`src/rtl/image_loader.sv`:
```
// Image memory loader: buffers 32-bit bridge writes in a small FIFO and
// serialises them into 16-bit background pixels or 8-bit spritesheet bytes.
module image_loader #(
    parameter logic [31:0] BG_ADDR_BASE      = 32'h2000_0000,
    parameter logic [31:0] SPRITE_ADDR_BASE  = 32'h3000_0000,
    parameter int          WINDOW_BITS       = 20,
    parameter int          BG_PIXEL_COUNT    = 129600,
    parameter int          SPRITE_BYTE_COUNT = 32768,
    parameter int          FIFO_DEPTH        = 4
) (
    input  logic        clk,
    input  logic        reset_n,
    input  logic        bridge_wr,
    input  logic [31:0] bridge_addr,
    input  logic [31:0] bridge_wr_data,
    output logic        background_write_en,
    output logic        spritesheet_write_en,
    output logic [16:0] image_write_addr,
    output logic [15:0] image_write_data,
    output logic        busy,
    output logic        overflow
);

    localparam int IW = WINDOW_BITS;
    localparam int OW = WINDOW_BITS - 2;
    localparam int EW = 1 + OW + 32;
    localparam int AW = $clog2(FIFO_DEPTH);

    typedef enum logic {IDLE, EMIT} state_t;

    state_t         state;
    logic [EW-1:0]  mem [FIFO_DEPTH];
    logic [AW-1:0]  wptr;
    logic [AW-1:0]  rptr;
    logic [AW:0]    count;
    logic           empty;
    logic           full;
    logic           is_bg;
    logic           is_sp;
    logic           push_req;
    logic           push;
    logic           pop;
    logic [EW-1:0]  head;
    logic           head_kind;
    logic [OW-1:0]  head_off;
    logic [IW-1:0]  head_base;
    logic           kind;
    logic [31:0]    shreg;
    logic [IW-1:0]  idx;
    logic [2:0]     lanes;
    logic           lane_q;
    logic [31:0]    idx_w;
    logic [31:0]    limit;
    logic           in_bounds;
    logic           unused_addr_bits;

    assign unused_addr_bits = ^bridge_addr[1:0];

    assign is_bg = bridge_wr &&
        (bridge_addr[31:IW] == BG_ADDR_BASE[31:IW]);
    assign is_sp = bridge_wr &&
        (bridge_addr[31:IW] == SPRITE_ADDR_BASE[31:IW]);
    assign push_req = is_bg || is_sp;

    assign empty = (count == '0);
    assign full  = (count == (AW+1)'(FIFO_DEPTH));

    assign pop = !empty &&
        (state == IDLE || (state == EMIT && lanes == 3'd1));
    // Pop is evaluated before push, so a full FIFO still accepts a word
    // in the cycle it is drained.
    assign push = push_req && (!full || pop);

    assign head      = mem[rptr];
    assign head_kind = head[EW-1];
    assign head_off  = head[EW-2:32];
    assign head_base = head_kind ? {head_off, 2'b00}
                                 : {1'b0, head_off, 1'b0};

    assign idx_w     = 32'(idx);
    assign limit     = kind ? 32'(SPRITE_BYTE_COUNT) : 32'(BG_PIXEL_COUNT);
    assign in_bounds = idx_w < limit;

    assign busy = !empty || (state == EMIT) || lane_q;

    always_ff @(posedge clk) begin
        if (push)
            mem[wptr] <= {is_sp, bridge_addr[IW-1:2], bridge_wr_data};
    end

    always_ff @(posedge clk or negedge reset_n) begin
        if (!reset_n) begin
            wptr     <= '0;
            rptr     <= '0;
            count    <= '0;
            overflow <= 1'b0;
        end else begin
            if (push)
                wptr <= wptr + 1'b1;
            if (pop)
                rptr <= rptr + 1'b1;
            case ({push, pop})
                2'b10:   count <= count + 1'b1;
                2'b01:   count <= count - 1'b1;
                default: count <= count;
            endcase
            if (push_req && !push)
                overflow <= 1'b1;
        end
    end

    always_ff @(posedge clk or negedge reset_n) begin
        if (!reset_n) begin
            state                <= IDLE;
            kind                 <= 1'b0;
            shreg                <= '0;
            idx                  <= '0;
            lanes                <= '0;
            lane_q               <= 1'b0;
            background_write_en  <= 1'b0;
            spritesheet_write_en <= 1'b0;
            image_write_addr     <= '0;
            image_write_data     <= '0;
        end else begin
            case (state)
                IDLE: begin
                    lane_q               <= 1'b0;
                    background_write_en  <= 1'b0;
                    spritesheet_write_en <= 1'b0;
                end
                EMIT: begin
                    lane_q               <= 1'b1;
                    background_write_en  <= !kind && in_bounds;
                    spritesheet_write_en <= kind && in_bounds;
                    if (in_bounds) begin
                        image_write_addr <= idx[16:0];
                        image_write_data <= kind ? {8'h00, shreg[31:24]}
                                                 : shreg[31:16];
                    end
                    shreg <= kind ? (shreg << 8) : (shreg << 16);
                    idx   <= idx + 1'b1;
                    lanes <= lanes - 1'b1;
                    if (lanes == 3'd1)
                        state <= IDLE;
                end
                default: state <= IDLE;
            endcase
            // A pop reloads the lane engine, overriding the advance above.
            if (pop) begin
                state <= EMIT;
                kind  <= head_kind;
                shreg <= head[31:0];
                idx   <= head_base;
                lanes <= head_kind ? 3'd4 : 3'd2;
            end
        end
    end

endmodule

```
`config.mk`:
```
export PLATFORM = sky130hd
export DESIGN_NAME = image_loader
export DESIGN_NICKNAME = d
export VERILOG_FILES = /design/src/rtl/image_loader.sv
export SDC_FILE = /design/constraint.sdc
export NUM_CORES = 1
export LEC_CHECK = 0
export ABC_AREA = 0
export BUFFER_PORTS_ARGS = -buffer_cell sky130_fd_sc_hd__buf_2
export CAP_MARGIN = 20
export CORE_MARGIN = 1.5
export CORE_UTILIZATION = 50
export DETAILED_ROUTE_END_ITERATION = 6
export GPL_ROUTABILITY_DRIVEN = 0
export MAX_ROUTING_LAYER = met4
export PLACE_DENSITY_LB_ADDON = 0.2
export SLEW_MARGIN = 20
export SYNTH_ARGS = -nofsm -noshare
export SYNTH_HDL_FRONTEND = slang
export SYNTH_SLANG_ARGS = --single-unit
```
`constraint.sdc`:
```
create_clock -name clk -period 3.68 [get_ports clk]
set_input_delay 0.184 -clock clk [delete_from_list [all_inputs] [get_ports clk]]
set_output_delay 0.184 -clock clk [all_outputs]
set_load 0.03 [all_outputs]
```
==> impl_summary.log, run 1 <==
[metrics] global-route wire length before repair: about 40 mm
[metrics] cell types occupying the most area after synthesis: sky130_fd_sc_hd__edfxtp_1, sky130_fd_sc_hd__dfrtp_1, sky130_fd_sc_hd__mux4_2
[metrics] Horiz. Die Dim: roughly 160 µm
[metrics] fraction of layout instances using a drive strength above 1: 0.271
[metrics] synthesized cell area: between 10,000 and 15,000 µm²
[metrics] remaining global-route overflow: 0
[metrics] total count of max-transition violations in the final report: 0
[metrics] critical-path cell with the highest stage delay: sky130_fd_sc_hd__buf_4
[metrics] area of the core: around 25,000 µm²
[metrics] number of violations reported at the end of detailed-routing iteration 0: just under 600
[metrics] initial antenna violation count: 0
[metrics] die span in y: ~160 µm
[metrics] maximum achievable frequency: 0.381 GHz
[metrics] Placed Instances: around 1,200
[metrics] proportion of synthesized chip area in sequential cells: 0.686
[metrics] net switching power figure: ~3400 µW
[metrics] Max-Slew Margin vs Limit: 0.459
[metrics] top flip-flop cell by instance count after synthesis: sky130_fd_sc_hd__edfxtp_1
[metrics] initial cell density of the core: 0.514
[metrics] Gates resized, CTS repair: 0
[metrics] transition time at the pin with the least slew margin: just over 0.8 ns
[metrics] reg2reg setup slack: 1.09 ns
[metrics] Post-CTS Hold Fix Bufs: 51
[metrics] gate count of the mapped netlist: approximately 770
[metrics] synthesized-area fraction occupied by xor and xnor cells: 0.00763
[metrics] via count of the first global-routing pass: just over 7,000
[metrics] non-filler instance count after layout: 1,260
[metrics] proportion of synthesized area in mux cells: 0.158
[metrics] area taken by flip-flops and latches: about 8700 µm²
[metrics] main combinational cell family by area after synthesis: multiplexers
[metrics] portion of synthesized cell area occupied by the leading cell type: 0.485
[metrics] net count after synthesis: between 800 and 900
[metrics] number of diodes: 0
[metrics] critical path buffer and inverter count: 2
[metrics] sink count of the clock tree: approximately 310
[metrics] Post-CTS Setup Bufs: 0
[metrics] row count: 57
[metrics] fraction of registers with async set/reset: 0.331
[metrics] area of combinational cells with multiple inputs: around 3700 µm²
[metrics] synthesis warning total: 0
[metrics] dominant cell type by area after synthesis: sky130_fd_sc_hd__edfxtp_1
[metrics] clock-pin slew of the registers on the worst-case setup and hold paths: about 0.060 ns
[metrics] global-route usage over all layers: 0.200
[metrics] Largest delay share family, worst path: buffers and inverters
[metrics] combinational share of power: 0.282
[metrics] setup total negative slack: 0 ns
[metrics] most used standard cell by instance count after synthesis: sky130_fd_sc_hd__edfxtp_1
[metrics] Wirelength per Cell: 19.6 µm
[metrics] number of iterations in the first detailed-routing pass: 5
[metrics] clk root buf: sky130_fd_sc_hd__clkbuf_16
[metrics] Post-synth EDFFs: 204
[metrics] post-layout min period: about 2.6 ns
[metrics] DRC violations left: 0
[metrics] total wire length: ~25 mm
[metrics] area enclosed by the die boundary: about 26,000 µm²
[metrics] Fin Hold WS: between 0.05 and 0.06 ns
[metrics] Largest stage delay, worst path: 0.62 ns
[metrics] critical path data arrival time: between 2 and 2.5 ns
[metrics] series of cell instances along the critical path: nor4_2 > buf_4 > nand2b_1 > buf_2
[metrics] summed area of non-filler cells in the final layout: between 10,000 and 15,000 µm²
[metrics] setup violation total in the final timing report: 0
[metrics] Clock power frac: 0.285
[metrics] complex-gate fraction of the synthesized area: 0.0582
[metrics] Netlist cell types: between 50 and 60
[metrics] worst flop-to-flop path startpoint: count[0]
[metrics] total I/O pin count: between 100 and 150
[metrics] sequential power share: 0.433
[metrics] highest fanout seen on the critical path: around 70
[metrics] number of cells on the worst reg-to-reg path: 6
[metrics] via count: approximately 7,000
[metrics] unrepaired setup endpoints after global routing: false
[metrics] endpoint of the most critical register-to-register path: idx[12]
[metrics] Power per Cell Area: roughly 720 nW/µm²
[metrics] path type of the worst setup path: reg2out
[metrics] total leakage power: slightly below 0.006 µW
[metrics] kind of start point of the critical path: flip-flop
[metrics] start point of the worst min-delay path: bridge_addr[28]
[metrics] hold depth: 2
[metrics] Port-buffer cells: approximately 100
[metrics] remaining antenna violation count after routing: 0
[metrics] cell types with the highest counts after synthesis: sky130_fd_sc_hd__edfxtp_1, sky130_fd_sc_hd__dfrtp_1, sky130_fd_sc_hd__mux4_2
[metrics] signed area change from the synthesized netlist to the final layout: 18.6%
[metrics] deepest level of the CTS H-tree: 1
[metrics] worst vdd ir: 0.390 mV
[metrics] clock tree from TritonCTS: yes
[metrics] Num CTS Buffers: 30
[metrics] part of the cycle the worst path needs: 0.713
[metrics] hold endpoint: mem[2][50]
[metrics] Post-Place Cell Area: ~13,000 µm²
[metrics] Clock Tree Buf Depth: 3
[metrics] Max-Cap Viols: 0
[metrics] Avg Synthesized Cell Area: ~16 µm²
[metrics] number of nets in the finished design: 994
[metrics] synthesized-area fraction occupied by adder cells: 0.0145
[metrics] switching portion of total power: 0.315
[metrics] outcome: completed
[metrics] final hold violation count: 0
[metrics] Vias per Instance: approximately 5.6
[metrics] worst clock skew: approximately 0.013 ns
[metrics] required time of the critical path: 3.50 ns
[metrics] maximum number of pins on one net before global-route repair: 81
[metrics] half-perimeter wire length after detailed placement: 15.4 mm
[metrics] path category of the worst min-delay check: in2reg
[metrics] count of state elements after synthesis: approximately 300
[metrics] Setup crit end kind: primary output
[metrics] internal power consumption: 7430 µW
[metrics] FILL cells: around 1,800
[metrics] simple-gate portion of the synthesized area: 0.0550
[metrics] clock latency at the later pin of the worst-skew pair: roughly 0.55 ns
[worst register-to-register path, cell delays in order, from the launching register on]
cell                       delay [ns]
sky130_fd_sc_hd__dfrtp_1         0.46
sky130_fd_sc_hd__nor3_1          0.58
sky130_fd_sc_hd__a21o_1          0.16
sky130_fd_sc_hd__buf_4           0.40
sky130_fd_sc_hd__nand2_1         0.33
sky130_fd_sc_hd__nor4_1          0.41
sky130_fd_sc_hd__a211oi_1        0.10
[how the worst max path moves through the flow]
stage                    startpoint             endpoint  slack [ns]  cells past startpoint
finish                        state                 busy        1.06                      4
global route                  state                 busy        0.87                      4
CTS                           state                 busy         1.0                      4
detailed placement             kind  image_write_addr[9]        1.10                      5
global placement               kind  image_write_addr[8]        1.12                      5
floorplan           bridge_addr[26]            mem[0][0]        1.14                      4
[kinds of logic after synthesis]
family	count (synthesis)
flip-flops	305
AND/OR/NAND/NOR	139
AO/OA/AOI/OAI	120
multiplexers	120
buffers and inverters	56
adder cells (fa/ha/maj)	14
XOR/XNOR	11
[flip-flops by register name, summed over array words and instances, names as in the netlist]
signal	count
mem	204
shreg	32
idx	20
image_write_addr	17
image_write_data	16
count	3
lanes	3
rptr	2
wptr	2
background_write_en	1
kind	1
lane_q	1
overflow	1
spritesheet_write_en	1
state	1
[layer usage]
| metal | vias up | wire (µm) | track usage |
|---|---|---|---|
| met5 | - | 0 | - |
| met1 | 3536 | 11400 | 0.287 |
| met3 | 34 | 1380 | 0.0260 |
| met4 | 0 | 359 | 0.0392 |
| met2 | 211 | 11600 | 0.312 |
| li1 | 3263 | - | - |
[final cells by class]
type	instances	area share
Tap cell	324	0.0271
Clock inverter	17	0.0155
Inverter	8	0.00201
Sequential cell	305	0.578
Clock buffer	38	0.0522
Multi-Input combinational cell	404	0.250
Timing Repair Buffer	164	0.0751
[metrics by stage]
step / power, µW / setup WS [ns] / util
2_1_floorplan: 6920 / 1.14 / -
3_3_place_gp: 7640 / 1.12 / 0.548
3_5_place_dp: 7770 / 1.10 / 0.548
4_1_cts: 10900 / 0.999 / 0.610
5_1_grt: 11400 / 0.866 / 0.610
6_report: 10800 / 1.06 / 0.610
[cell usage in the layout, fill, tap and decap left out, drive strengths merged, types with 14 or more instances in the layout]
master       synthesis  layout
clkbuf              33      38
dfrtp              101     101
mux2i               26      26
nor2b               14      14
mux2                43      43
nand2               41      41
and3                15      15
mux4                51      51
nor2                31      31
a21oi               43      43
o21ai               36      36
buf                 15     113
edfxtp             204     204
dlygate4sd3          0      51
[power groups by stage]
stage	combinational (µW)	sequential, µW	clock [µW]
4_1_cts	3070	4690	3150
2_1_floorplan	2170	4740	0
3_3_place_gp	2930	4710	0
6_report	3060	4690	3090
5_1_grt	3330	4760	3290
3_5_place_dp	3010	4760	0
Power figures use the tool's default switching activity.
==> run 2: changes to the inputs <==
ABC_AREA = 1   (was 0)
clock period = 2.28 ns   (was 3.68 ns; I/O delays follow)
==> run 2 against run 1 <==
Net effect: synthesized cell count increased by 68%; clock power up 78%; clock skew shrank 0.0033 ns; sequential power rose by 57%; core utilization about the same; die area is 5.2% higher; flip-flop and latch count is the same; critical path type unchanged; highest routed layer unchanged.
==> impl_summary.log, run 2 <==
[metrics] outcome: completed (unchanged)
[metrics] total count of max-transition violations in the final report: 0 (unchanged)
[metrics] path type of the worst setup path: reg2out (unchanged)
[metrics] area enclosed by the die boundary: 27,600 µm² (was 26,200 µm²)
[metrics] number of violations reported at the end of detailed-routing iteration 0: 739 (was 588)
[metrics] via count: 9,488 (was 7,044)
[metrics] critical-path cell with the highest stage delay: sky130_fd_sc_hd__dfrtp_1 (was sky130_fd_sc_hd__buf_4)
[metrics] met3 routed WL: 1.70 mm (was 1.38 mm)
[metrics] global-route wire length before repair: 48.3 mm (was 39.5 mm)
[metrics] simple-gate portion of the synthesized area: 0.185 (was 0.0550)
[metrics] Netlist cell types: 39 (was 51)
[metrics] proportion of synthesized chip area in sequential cells: 0.651 (was 0.686)
[metrics] clk root buf: sky130_fd_sc_hd__clkbuf_16 (unchanged)
[metrics] synthesized-area fraction occupied by xor and xnor cells: 0.00264 (was 0.00763)
[metrics] largest registers: mem x204, shreg x32, idx x20 (unchanged)
[metrics] complex-gate fraction of the synthesized area: 0.0981 (was 0.0582)
[metrics] top flip-flop cell by instance count after synthesis: sky130_fd_sc_hd__edfxtp_1 (unchanged)
[metrics] clock tree from TritonCTS: yes (unchanged)
[metrics] initial cell density of the core: 0.510 (was 0.514)
[metrics] Vias per Instance: 5.29 (was 5.59)
[metrics] part of the cycle the worst path needs: 0.933
[metrics] required time of the critical path: 2.17 ns (was 3.50 ns)
[metrics] path category of the worst min-delay check: in2async (was in2reg)
[metrics] top register by number of flip-flops: mem (unchanged)
[metrics] critical path buffer and inverter count: 2 (unchanged)
[metrics] FILL cells: 2,155 (was 1,835)
[metrics] worst setup path startpoint: count[0] (was state)
[metrics] sink count of the clock tree: 305 (unchanged)
[metrics] half-perimeter wire length after detailed placement: 18.4 mm (was 15.4 mm)
[metrics] Power per Cell Area: 1280 nW/µm² (was 724 nW/µm²)
[metrics] count of state elements after synthesis: 305 (unchanged)
[metrics] remaining antenna violation count after routing: 0 (unchanged)
[metrics] row count: 59 (was 57)
[metrics] Num CTS Buffers: 31 (was 30)
[metrics] number of diodes: 0 (unchanged)
[metrics] maximum achievable frequency: about 0.47 GHz
[metrics] unrepaired setup endpoints after global routing: false (unchanged)
[metrics] area of combinational cells with multiple inputs: 4010 µm² (was 3740 µm²)
[metrics] kind of start point of the critical path: flip-flop (unchanged)
[metrics] number of iterations in the first detailed-routing pass: 7 (was 5)
[metrics] transition time at the pin with the least slew margin: 0.598 ns (was 0.812 ns)
[metrics] Post-synth EDFFs: 204 (unchanged)
[metrics] post-layout min period: 2.13 ns
[metrics] deepest level of the CTS H-tree: 1 (unchanged)
[metrics] clock-pin slew of the registers on the worst-case setup and hold paths: 0.06 ns (about the same)
[metrics] Largest stage delay, worst path: 0.42 ns (was 0.62 ns)
[metrics] gate count of the mapped netlist: 1,282 (was 765)
[metrics] DRC violations left: 0 (unchanged)
[metrics] flip-flop count of the largest register after layout: 204 (unchanged)
[metrics] remaining global-route overflow: 0 (unchanged)
[metrics] proportion of synthesized area in mux cells: 0 (was 0.158)
[metrics] area of the core: 26,100 µm² (was 24,500 µm²)
[metrics] Setup crit end kind: primary output (unchanged)
[metrics] clock latency at the later pin of the worst-skew pair: 0.56 ns (was 0.55 ns)
[metrics] most frequent standard cell in the layout excluding fill and tap cells: sky130_fd_sc_hd__nand2_1 (was sky130_fd_sc_hd__edfxtp_1)
[metrics] cell types with the highest counts after synthesis: sky130_fd_sc_hd__nand2_1, sky130_fd_sc_hd__edfxtp_1, sky130_fd_sc_hd__nor2_1 (was sky130_fd_sc_hd__edfxtp_1, sky130_fd_sc_hd__dfrtp_1, sky130_fd_sc_hd__mux4_2)
[metrics] setup violation total in the final timing report: 0 (unchanged)
[metrics] signed area change from the synthesized netlist to the final layout: 19.7% (was 18.6%)
[metrics] dominant cell type by area after synthesis: sky130_fd_sc_hd__edfxtp_1 (unchanged)
[metrics] Horiz. Die Dim: 166 µm (was 162 µm)
[metrics] Max-Cap Viols: 0 (unchanged)
[metrics] Gates resized, CTS repair: 0 (unchanged)
[metrics] worst vdd ir: 0.904 mV (was 0.390 mV)
[metrics] area taken by flip-flops and latches: 8650 µm² (was 8660 µm²)
[metrics] synthesis warning total: 0 (unchanged)
[metrics] synthesized-area fraction occupied by adder cells: 0.0138 (was 0.0145)
[metrics] most frequent cells in the layout: sky130_fd_sc_hd__nand2_1, sky130_fd_sc_hd__edfxtp_1, sky130_fd_sc_hd__nor2_1 (was sky130_fd_sc_hd__edfxtp_1, sky130_fd_sc_hd__buf_2, sky130_fd_sc_hd__dfrtp_1)
[metrics] initial antenna violation count: 0 (unchanged)
[metrics] global-route usage over all layers: 0.223 (was 0.200)
[metrics] Largest delay share family, worst path: simple AND/OR/NAND/NOR gates (was buffers and inverters)
[metrics] via count of the first global-routing pass: 8,996 (was 7,088)
[metrics] setup total negative slack: 0 ns (unchanged)
[metrics] maximum number of pins on one net before global-route repair: 106 (was 81)
[metrics] highest fanout seen on the critical path: 19 (was 69)
[metrics] amount of wire on met2 after detailed routing: 13.4 mm (was 11.6 mm)
[metrics] pre-CTS setup slack: 0.272 ns (was 1.10 ns)
[metrics] series of cell instances along the critical path: nor2_1 > nand2_1 > nor2_2 > inv_2 > or2_1 > buf_2 (was nor4_2 > buf_4 > nand2b_1 > buf_2)
[metrics] total wire length: 29.4 mm (was 24.7 mm)
[metrics] Wirelength per Cell: 16.4 µm (was 19.6 µm)
[metrics] final hold violation count: 0 (unchanged)
[metrics] synthesized cell area: 13,300 µm² (was 12,600 µm²)
[metrics] highest metal used: met4 (unchanged)
[metrics] worst flop-to-flop path startpoint: lanes[1] (was count[0])
[metrics] Port-buffer cells: 101 (unchanged)
[metrics] cell types occupying the most area after synthesis: sky130_fd_sc_hd__edfxtp_1, sky130_fd_sc_hd__dfrtp_1, sky130_fd_sc_hd__nand2_1 (was sky130_fd_sc_hd__edfxtp_1, sky130_fd_sc_hd__dfrtp_1, sky130_fd_sc_hd__mux4_2)
[metrics] Clock Tree Buf Depth: 3 (unchanged)
[metrics] Avg Synthesized Cell Area: 10.4 µm² (was 16.5 µm²)
[metrics] main combinational cell family by area after synthesis: simple AND/OR/NAND/NOR gates (was multiplexers)
[metrics] Max-Slew Margin vs Limit: 0.597 (was 0.459)
[metrics] most used standard cell by instance count after synthesis: sky130_fd_sc_hd__nand2_1 (was sky130_fd_sc_hd__edfxtp_1)
[metrics] net count after synthesis: 1,363 (was 846)
[metrics] total I/O pin count: 104 (unchanged)
[metrics] total leakage power: 0.00659 µW (was 0.00579 µW)
[metrics] wire length the detailed router placed on met1: 13.9 mm (was 11.4 mm)
[metrics] number of nets in the finished design: 1,516 (was 994)
[metrics] portion of synthesized cell area occupied by the leading cell type: 0.461 (was 0.485)
[metrics] die span in y: 166 µm (was 162 µm)
[metrics] critical path data arrival time: 2.01 ns (was 2.44 ns)
[metrics] fraction of registers with async set/reset: 0.331 (unchanged)
[metrics] final critical-path setup slack: 0.153 ns (was 1.06 ns)
[metrics] fraction of layout instances using a drive strength above 1: 0.153 (was 0.271)
[metrics] worst clock skew: 0.00966 ns (was 0.0130 ns)
==> run 2: kinds of logic (layout without fill, tap and decap cells) <==
family                     count (synthesis)  in the layout
and+or+nand+nor                          589            589
DFF                                      305            305
AOI/OAI and AO/OA                        228            228
buffers and inverters                    142            320
adders and majority gates                 14             14
xor gates and xnor gates                   4              4
==> run 2: per-stage QoR <==
stage | instances | total power [µW] | cell area [µm²] | hold WS (ns) | utilization
2_1_floorplan | 1282 | 12800 | 13300 | -0.182 | -
3_3_place_gp | 1685 | 14700 | 14300 | 0.0777 | 0.547
3_5_place_dp | 1685 | 14900 | 14300 | 0.0831 | 0.547
4_1_cts | 1795 | 20500 | 15900 | 0.0302 | 0.610
5_1_grt | 1795 | 21700 | 15900 | 0.0572 | 0.610
6_report | 1795 | 20300 | 15900 | 0.0387 | 0.610
==> run 2: final cells by class <==
class,instances,share of cell area
clock buffer,33,0.0493
tap,335,0.0264
clock inverter,25,0.0209
timing repair buffer,190,0.0900
inverter,72,0.0172
multi-input combinational,835,0.252
sequential,305,0.544
==> run 2: repair_timing <==
action                                 CTS  global route
endpoints found under the hold margin  305             0
setup buffers                            0             0
hold buffers                            52             0
==> run 2: final timing paths <==
| kind | to | slack [ns] | cells after the start |
|---|---|---|---|
| min | image_write_addr[6] | 0.04 | 2 |
| max in group asynchronous | state | 1.59 | 3 |
| min in group clk | overflow | 0.09 | 4 |
| min reg2reg | image_write_addr[7] | 0.46 | 2 |
| max | busy | 0.15 | 6 |
| max reg2reg | mem[0][35] | 0.28 | 9 |
==> run 2: layer usage <==
| layer | track usage | vias up |
|---|---|---|
| li1 | - | 4706 |
| met1 | 0.324 | 4485 |
| met2 | 0.338 | 258 |
| met3 | 0.0291 | 39 |
| met4 | 0.0474 | 0 |
| met5 | - | - |
==> run 2: report_power, final <==
part           switching, µW  internal, µW
sequential               659          6710
combinational           4950          2500
clock                   2100          3390
